`config.mk`:
```
export PLATFORM = sky130hd
export DESIGN_NAME = nibble_serial_alu_seq
export DESIGN_NICKNAME = d
export VERILOG_FILES = /design/src/rtl/nibble_serial_alu_seq_pkg.sv /design/src/rtl/nibble_serial_alu_seq_cla.sv /design/src/rtl/nibble_serial_alu_seq.sv
export SDC_FILE = /design/constraint.sdc
export NUM_CORES = 1
export LEC_CHECK = 0
export BUFFER_PORTS_ARGS = -buffer_cell sky130_fd_sc_hd__buf_4
export CORE_MARGIN = 5
export CORE_UTILIZATION = 25
export CTS_BUF_LIST = sky130_fd_sc_hd__clkbuf_8
export DETAILED_ROUTE_END_ITERATION = 10
export RECOVER_POWER = 25
export SLEW_MARGIN = 10
export SYNTH_ARGS = -nofsm -noshare
export SYNTH_HDL_FRONTEND = slang
export SYNTH_SLANG_ARGS = --single-unit
```
`constraint.sdc`:
```
create_clock -name clk -period 2.7 [get_ports clk]
set_input_delay 0.135 -clock clk [delete_from_list [all_inputs] [get_ports clk]]
set_output_delay 0.135 -clock clk [all_outputs]
set_load 0.01 [all_outputs]
```
`src/rtl/nibble_serial_alu_seq_pkg.sv`:
```
// Shared types for the nibble-serial add/subtract sequencer: FSM state encoding
// and operation-select constants.
package alu_seq_pkg;

    typedef enum logic [1:0] {
        IDLE = 2'd0,
        RUN  = 2'd1,
        DONE = 2'd2
    } seq_state_t;

    localparam logic OP_ADD = 1'b0;
    localparam logic OP_SUB = 1'b1;

endpackage

```
`src/rtl/nibble_serial_alu_seq_cla.sv`:
```
// 4-bit carry-lookahead adder: the single arithmetic slice reused by the
// nibble-serial sequencer on every iteration.
module CLA_4Bit (
    input  logic [3:0] i_a,
    input  logic [3:0] i_b,
    input  logic       i_cin,
    output logic [3:0] o_s,
    output logic       o_cout
);

    logic [3:0] w_g;
    logic [3:0] w_p;
    logic [4:0] w_c;

    assign w_g = i_a & i_b;
    assign w_p = i_a ^ i_b;

    // Every carry is expanded from generate/propagate, none ripples from the previous one.
    assign w_c[0] = i_cin;
    assign w_c[1] = w_g[0] | (w_p[0] & i_cin);
    assign w_c[2] = w_g[1] | (w_p[1] & w_g[0]) | (w_p[1] & w_p[0] & i_cin);
    assign w_c[3] = w_g[2] | (w_p[2] & w_g[1]) | (w_p[2] & w_p[1] & w_g[0])
                  | (w_p[2] & w_p[1] & w_p[0] & i_cin);
    assign w_c[4] = w_g[3] | (w_p[3] & w_g[2]) | (w_p[3] & w_p[2] & w_g[1])
                  | (w_p[3] & w_p[2] & w_p[1] & w_g[0])
                  | (w_p[3] & w_p[2] & w_p[1] & w_p[0] & i_cin);

    assign o_s    = w_p ^ w_c[3:0];
    assign o_cout = w_c[4];

endmodule

```
`src/rtl/nibble_serial_alu_seq.sv`:
```
// Multi-cycle WIDTH-bit add/subtract that reuses one 4-bit CLA, one nibble per
// cycle LSB first, with valid/ready handshakes on both sides.
module nibble_serial_alu_seq
    import alu_seq_pkg::*;
#(
    parameter int WIDTH = 32
) (
    input  logic             clk,
    input  logic             rst,
    input  logic             in_valid,
    output logic             in_ready,
    input  logic [WIDTH-1:0] a,
    input  logic [WIDTH-1:0] b,
    input  logic             sub,
    output logic             out_valid,
    input  logic             out_ready,
    output logic [WIDTH-1:0] sum,
    output logic             cout,
    output logic             ovf,
    output logic             zero
);

    localparam int NIB   = WIDTH / 4;
    localparam int IDX_W = $clog2(NIB);

    seq_state_t       r_state;
    seq_state_t       w_next;
    logic [WIDTH-1:0] r_a;
    logic [WIDTH-1:0] r_b;
    logic [WIDTH-1:0] r_result;
    logic             r_carry;
    logic [IDX_W-1:0] r_idx;

    logic [WIDTH-1:0] w_a_sh;
    logic [WIDTH-1:0] w_b_sh;
    logic [3:0]       w_nib_sum;
    logic             w_nib_cout;
    logic             w_last;
    logic [WIDTH-1:0] w_final_sum;

    assign w_a_sh = r_a >> {r_idx, 2'b00};
    assign w_b_sh = r_b >> {r_idx, 2'b00};
    assign w_last = (r_idx == IDX_W'(NIB - 1));
    // On the last iteration all lower nibbles are already in r_result.
    assign w_final_sum = {w_nib_sum, r_result[WIDTH-5:0]};

    CLA_4Bit u_cla (
        .i_a    (w_a_sh[3:0]),
        .i_b    (w_b_sh[3:0]),
        .i_cin  (r_carry),
        .o_s    (w_nib_sum),
        .o_cout (w_nib_cout)
    );

    always_ff @(posedge clk) begin
        if (rst) r_state <= IDLE;
        else     r_state <= w_next;
    end

    always_comb begin
        w_next    = r_state;
        in_ready  = 1'b0;
        out_valid = 1'b0;
        case (r_state)
            IDLE: begin
                in_ready = 1'b1;
                if (in_valid) w_next = RUN;
            end
            RUN: begin
                if (w_last) w_next = DONE;
            end
            DONE: begin
                out_valid = 1'b1;
                if (out_ready) w_next = IDLE;
            end
            default: w_next = IDLE;
        endcase
    end

    always_ff @(posedge clk) begin
        if (rst) begin
            r_a      <= '0;
            r_b      <= '0;
            r_result <= '0;
            r_carry  <= 1'b0;
            r_idx    <= '0;
            sum      <= '0;
            cout     <= 1'b0;
            ovf      <= 1'b0;
            zero     <= 1'b0;
        end else if (r_state == IDLE) begin
            if (in_valid) begin
                // Subtract is A + ~B + 1; the +1 enters through the initial carry.
                r_a     <= a;
                r_b     <= (sub == OP_SUB) ? ~b : b;
                r_carry <= (sub == OP_SUB);
                r_idx   <= '0;
            end
        end else if (r_state == RUN) begin
            for (int n = 0; n < NIB; n++) begin
                if (r_idx == IDX_W'(n)) r_result[4*n +: 4] <= w_nib_sum;
            end
            r_carry <= w_nib_cout;
            if (w_last) begin
                sum  <= w_final_sum;
                cout <= w_nib_cout;
                ovf  <= (r_a[WIDTH-1] ~^ r_b[WIDTH-1]) & (w_final_sum[WIDTH-1] ^ r_a[WIDTH-1]);
                zero <= (w_final_sum == '0);
            end else begin
                r_idx <= r_idx + 1'b1;
            end
        end
    end

endmodule

```
After elaboration in Yosys (flattened, before gate mapping) --
Cells that the tools add are included.
Cells by class: multiplexer cells 14, equality and inequality tests 13, add/subtract/negate cells 1, reductions and logical operators 16, shift-type cells 2, bitwise operators 34
Operators with widths (number):
- >> shifter 32 x 5 -> 4 bit | 2
- zero test 32 bit | 1
- 2-to-1 mux 32 bit | 1
- NOT 32 bit | 1
- AND reduction 3 bit | 10
- bitwise AND 1 bit | 17
- equality test 3 bit, second input constant | 4
- 2-to-1 mux 3 bit | 4
- bitwise OR 1 bit | 10
- XOR 4 bit | 2
- equality test 3 x 2 -> 1 bit, second input constant | 2
- 2-to-1 mux 2 bit | 3
- inequality test 2 bit, second input constant | 3
- case mux 2 bit (3 select lines) | 1
- 2-to-1 mux 1 bit | 5
- bitwise AND 4 bit | 1
- AND reduction 2 bit | 2
- adder 3 x 1 -> 3 bit, second input constant | 1
- equality test 3 x 1 -> 1 bit, second input constant | 1
- zero test 3 bit | 1
- equality test 2 x 1 -> 1 bit, second input constant | 1
- equality test 2 bit, second input constant | 1
- zero test 2 bit | 1
- inequality test 2 x 1 -> 1 bit, second input constant | 1
- 4 further kinds | 4
Storage, ports and cells: output and inout port bits 37, flip-flop bits (word level) 133, logic and storage cells 96, input port bits 69

Depth between registers and ports, before layout --
word-level depth 9, depth in mapped cells 11, gate-level depth less buffers 9

By module --
From an unflattened synthesis, not the netlist that was laid out.
Unflattened totals: cell total of the unflattened synthesis 657, area total of the unflattened synthesis 5820.6 um^2
By module, submodules not included:
- nibble_serial_alu_seq | area an instance 5672.9 um^2, cells an instance 640, times used 1, seq. area each 2662.6 um^2
- CLA_4Bit | area an instance 147.6 um^2, cells an instance 17, times used 1, seq. area each 0.0 um^2

Worst setup path before layout --
OpenSTA, ideal clock, no wires.
kind reg2reg, from reg r_idx[0], to reg ovf, slack -0.109 ns, buffers on the path 3, data arrival time 2.721 ns, setup time 0.088 ns, data required time 2.612 ns, cell stages (with the launch flop) 12, period minus slack after synthesis 2.809 ns, cells stage by stage dfxtp_1 buf_2 buf_4 mux4_2 nand2_1 nand2_1 ha_1 a21o_1 nand2_1 clkbuf_1 nand4_1 a311oi_2
On the way: longest elaborated chain between the ends 9, elaborated cells between the ends (all ways) 17, classes of those cells eq/ne: 1; shift: 2; bitwise: 13; reduce/logical: 1
RTL lines:
- start, declared | RTL line nibble_serial_alu_seq.sv:32 | logic [IDX_W-1:0] r_idx;
- start signal, assigned | RTL line nibble_serial_alu_seq.sv:110 | r_idx <= r_idx + 1'b1;
- >> shifter 32 x 5 -> 4 bit, on equally long branches | RTL line nibble_serial_alu_seq.sv:41, nibble_serial_alu_seq.sv:42
- XOR 4 bit / bitwise AND 4 bit (equally long branches) | RTL line nibble_serial_alu_seq_cla.sv:16, nibble_serial_alu_seq_cla.sv:15
- bitwise AND 1 bit, on equally long branches | RTL line nibble_serial_alu_seq_cla.sv:22, nibble_serial_alu_seq_cla.sv:23
- bitwise OR 1 bit (tied with other cells) | RTL line nibble_serial_alu_seq_cla.sv:22 | assign w_c[3] = w_g[2] | (w_p[2] & w_g[1]) | (w_p[2] & w_p[1] & w_g[0])
- bitwise OR 1 bit / bitwise AND 1 bit (equally long branches) | RTL line nibble_serial_alu_seq_cla.sv:22, nibble_serial_alu_seq_cla.sv:23
- bitwise OR 1 bit | RTL line nibble_serial_alu_seq_cla.sv:23 | | (w_p[2] & w_p[1] & w_p[0] & i_cin);
- XOR 4 bit | RTL line nibble_serial_alu_seq_cla.sv:28 | assign o_s = w_p ^ w_c[3:0];
- XOR 1 bit | RTL line nibble_serial_alu_seq.sv:107 | ovf <= (r_a[WIDTH-1] ~^ r_b[WIDTH-1]) & (w_final_sum[WIDTH-1] ^ r_a[WIDTH-1]);
- bitwise AND 1 bit | RTL line nibble_serial_alu_seq.sv:107
- end signal, assigned | RTL line nibble_serial_alu_seq.sv:107
- end, declared | RTL line nibble_serial_alu_seq.sv:19 | output logic ovf,
Parallel ways exist; a longest one is shown, timed or not. A chain may end at the register's enable or synchronous reset.

Final worst setup path --
Same ends and word-level chain as after synthesis.

==> impl_results.md <==
- Number of buffers created by CTS: 17
- Starting Density: 0.2550
- Logic pwr share: 0.151
- Layout area overhead: 33.49%
- # setup viols final: 0
- Final hold violations: 0
- 1st-iter DRT viols: 290
- DRC: 0
- Clk pwr share: 0.383
- Pre-CTS setup slack: -17.98 ps
- RSZ-0062 raised after global routing: true
- Leakage: approximately 2.8 nW
- Clk slew on worst S/H paths: ~70 ps
- Slew headroom: 0.3568
- Clock H-tree levels: 4
- Sw Share: 0.2553
- Unique cell type count in the Yosys netlist: 38
- Nets: around 910
- Worst setup SP type: flop
- Routability Congestion: ~0.81
- Pint: 3.359 mW
- Max Fclk: roughly 380 MHz
- Crit-path max cell delay: a little under 500 ps
- Largest net degree at the start of global routing: 98
- Register area share after synthesis: 0.4583
- NetSw: 1.152 mW
- Async S/R FF share, synth: 0
- Status: completed
- Dominant register cell in the synthesized netlist: dfxtp_1
- Drt pass-1 iters: 4
- Worst path required time: approximately 3000 ps
- CTS max path bufs: 2
- Maxcap violations: 0
- CTS tree: done
- VDD IR max: between 0.0003 and 0.0004 V
- I/O pins: around 110
- Minimum clock period after layout: roughly 2600 ps
- Final Max Tran Viols: 0
- Crit Path Max Fanout: 5
- Dpl hpwl: between 10 and 15 mm
- Syn nets: approximately 760
- Vias in the first global route: between 5000 and 6000
- Full die area: between 0.02 and 0.03 mm^2
- Detailed Route WL: ~16 mm
- CP max stage cell: mux4_2
- Top cell type's share of synthesized area: 0.4583
- Mapped Avg Cell Area: 8.493 um^2
- Sequential power share: 0.466
- Final Cycle Share: 0.9640
- Post-synthesis cell count: around 680
- Post-synth EDFFs: 0
- Syn Std Cell Area: just under 0.006 mm^2
- Fill cell total of the finished layout: roughly 2400
- Post-route antenna net violation count: 0
- Worst-Skew Late Latency: roughly 430 ps
- Area of the core: ~0.023 mm^2
- Hold WC Path Type: input port to flop
- Initial antenna violation count: 0
- Crit path capture type: flop
- Post-DR vias/cell: roughly 4.5
- Synthesized flop and latch total: between 100 and 150
- CP most frequent cell: a211o_1
- Most common cell in the synthesized netlist: nand2_1
- Critical path cell sequence: buf_6 > mux4_2 > nand2_1 > and2_4 > inv_2 > ha_4 > a211o_1 > a211o_1 > a31o_1 > a311oi_2
- Crit Path Category: flop to flop
- Die H: approximately 160 um
- Root buffer cell: clkbuf_8
- GRT Util Overall: 0.1230
- PwrDens: approximately 580 mW/mm^2
- Grt total ovfl: 0
- FP Rows: 55
- Die W: 162.4 um
- Port Buffer Count: roughly 110
- Top cells by count, synth: nand2_1, dfxtp_1, a21oi_1
- Antenna Cells: 0
- Via Count: 5167
- Overall Power: 4.510 mW
- Yosys warnings: 0
- Crit path DAT: ~2900 ps
- Synth area leaders: dfxtp_1, nand2_1, a21oi_1
- Clock Skews: roughly 14 ps
- Global-route wire length before repair: ~26 mm
- Clk sinks: 133
- Layout cells sized above 1: 0.1804
- Setup TNS Final: 0 ps
- Least-Margin Pin Slew: between 900 and 1000 ps
- Average wire per standard cell: 14.33 um
- PnR worst setup slack: ~100 ps
- Cell type with the largest total area after synthesis: dfxtp_1
==> flip-flops by register name (all words and copies together) (netlist names) <==
| name | count |
|---|---|
| r_carry | 1 |
| r_state | 2 |
| ovf | 1 |
| sum | 32 |
| cout | 1 |
| zero | 1 |
| r_a | 32 |
| r_b | 32 |
| r_idx | 3 |
| r_result | 28 |
==> placed cells by master, fill, tap and decap left out, types with 9 or more instances in the layout <==
| master | n |
|---|---|
| nand3_1 | 9 |
| nor2_1 | 55 |
| xnor2_1 | 33 |
| dlygate4sd3_1 | 46 |
| buf_4 | 85 |
| dfxtp_1 | 131 |
| nand4_1 | 12 |
| mux4_2 | 16 |
| nand2_1 | 175 |
| a211oi_1 | 41 |
| o21ai_0 | 9 |
| clkbuf_1 | 35 |
| clkbuf_8 | 20 |
| a21oi_1 | 89 |
==> final timing paths <==
path	from	endpoint	slack, ps	depth (start not counted)
worst max-delay path	r_idx[0]	ovf	100	10
worst min-delay path	b[4]	r_b[4]	20	3
worst max register to register	r_idx[0]	ovf	100	10
worst min register to register	sum[12]	sum[12]	450	2
==> logic make-up (layout without fill, tap and decap cells) <==
logic type	after synthesis	count (layout)	synth area share
AO/OA/AOI/OAI	152	152	0.1568
XOR/XNOR	33	33	0.04975
adder cells (fa/ha/maj)	11	11	0.02498
buffers and inverters	59	212	0.04545
flip-flops	133	133	0.4583
multiplexers	16	16	0.06203
AND/OR/NAND/NOR	280	280	0.2027
==> cell type report <==
cell class	instances	area (um^2)	share of cell area
Multi-Input combinational cell	492	2932	0.3780
Sequential cell	133	2665	0.3437
Timing Repair Buffer	173	1326	0.1710
Tap cell	313	391.6	0.05050
Clock buffer	20	275.3	0.03550
Clock inverter	11	135.1	0.01743
Inverter	8	30.03	0.003872
==> critical path: cells and delay by family, from the launching register on <==
family / cells / cell delay, ps
AOI/OAI and AO/OA: 4 / 1080
and+or+nand+nor: 2 / 220
DFF: 1 / 340
muxes: 1 / 490
adders and majority gates: 1 / 230
buffers and inverters: 2 / 170
==> metal layers <==
layer | track usage | routed length (um)
met1 | 0.1626 | 7468
met2 | 0.2084 | 8019
met3 | 0.02860 | 927
met4 | 0.02076 | 62
met5 | 0 | 0
==> power groups by stage <==
stage / logic [mW] / clock network (mW) / registers [mW]
after global routing: 0.755 / 1.84 / 2.11
after CTS: 0.668 / 1.76 / 2.10
after global placement: 0.600 / 0 / 2.15
after detailed placement: 0.610 / 0 / 2.15
final: 0.682 / 1.73 / 2.10
after floorplan: 0.390 / 0 / 2.12
==> timing repair <==
action / in CTS / in global routing
setup buffers: 0 / 1
hold endpoints to repair: 46 / 0
pin swaps: 2 / 9
gates resized for setup: 4 / 10
hold buffers: 46 / 0
setup endpoints to repair: 2 / 10
==> per-stage QoR <==
step           hold slack (ps)  std cells  area (um^2)    util
3_5_place_dp             394.6       1072         6957  0.3054
6_report                 19.27       1150         7755  0.3405
3_3_place_gp             384.1       1072         6957  0.3054
5_1_grt                  12.15       1150         7755  0.3405
2_1_floorplan            271.0        684         5817       -
4_1_cts                 0.1777       1149         7839  0.3441
(Power assumes the default switching activity.)
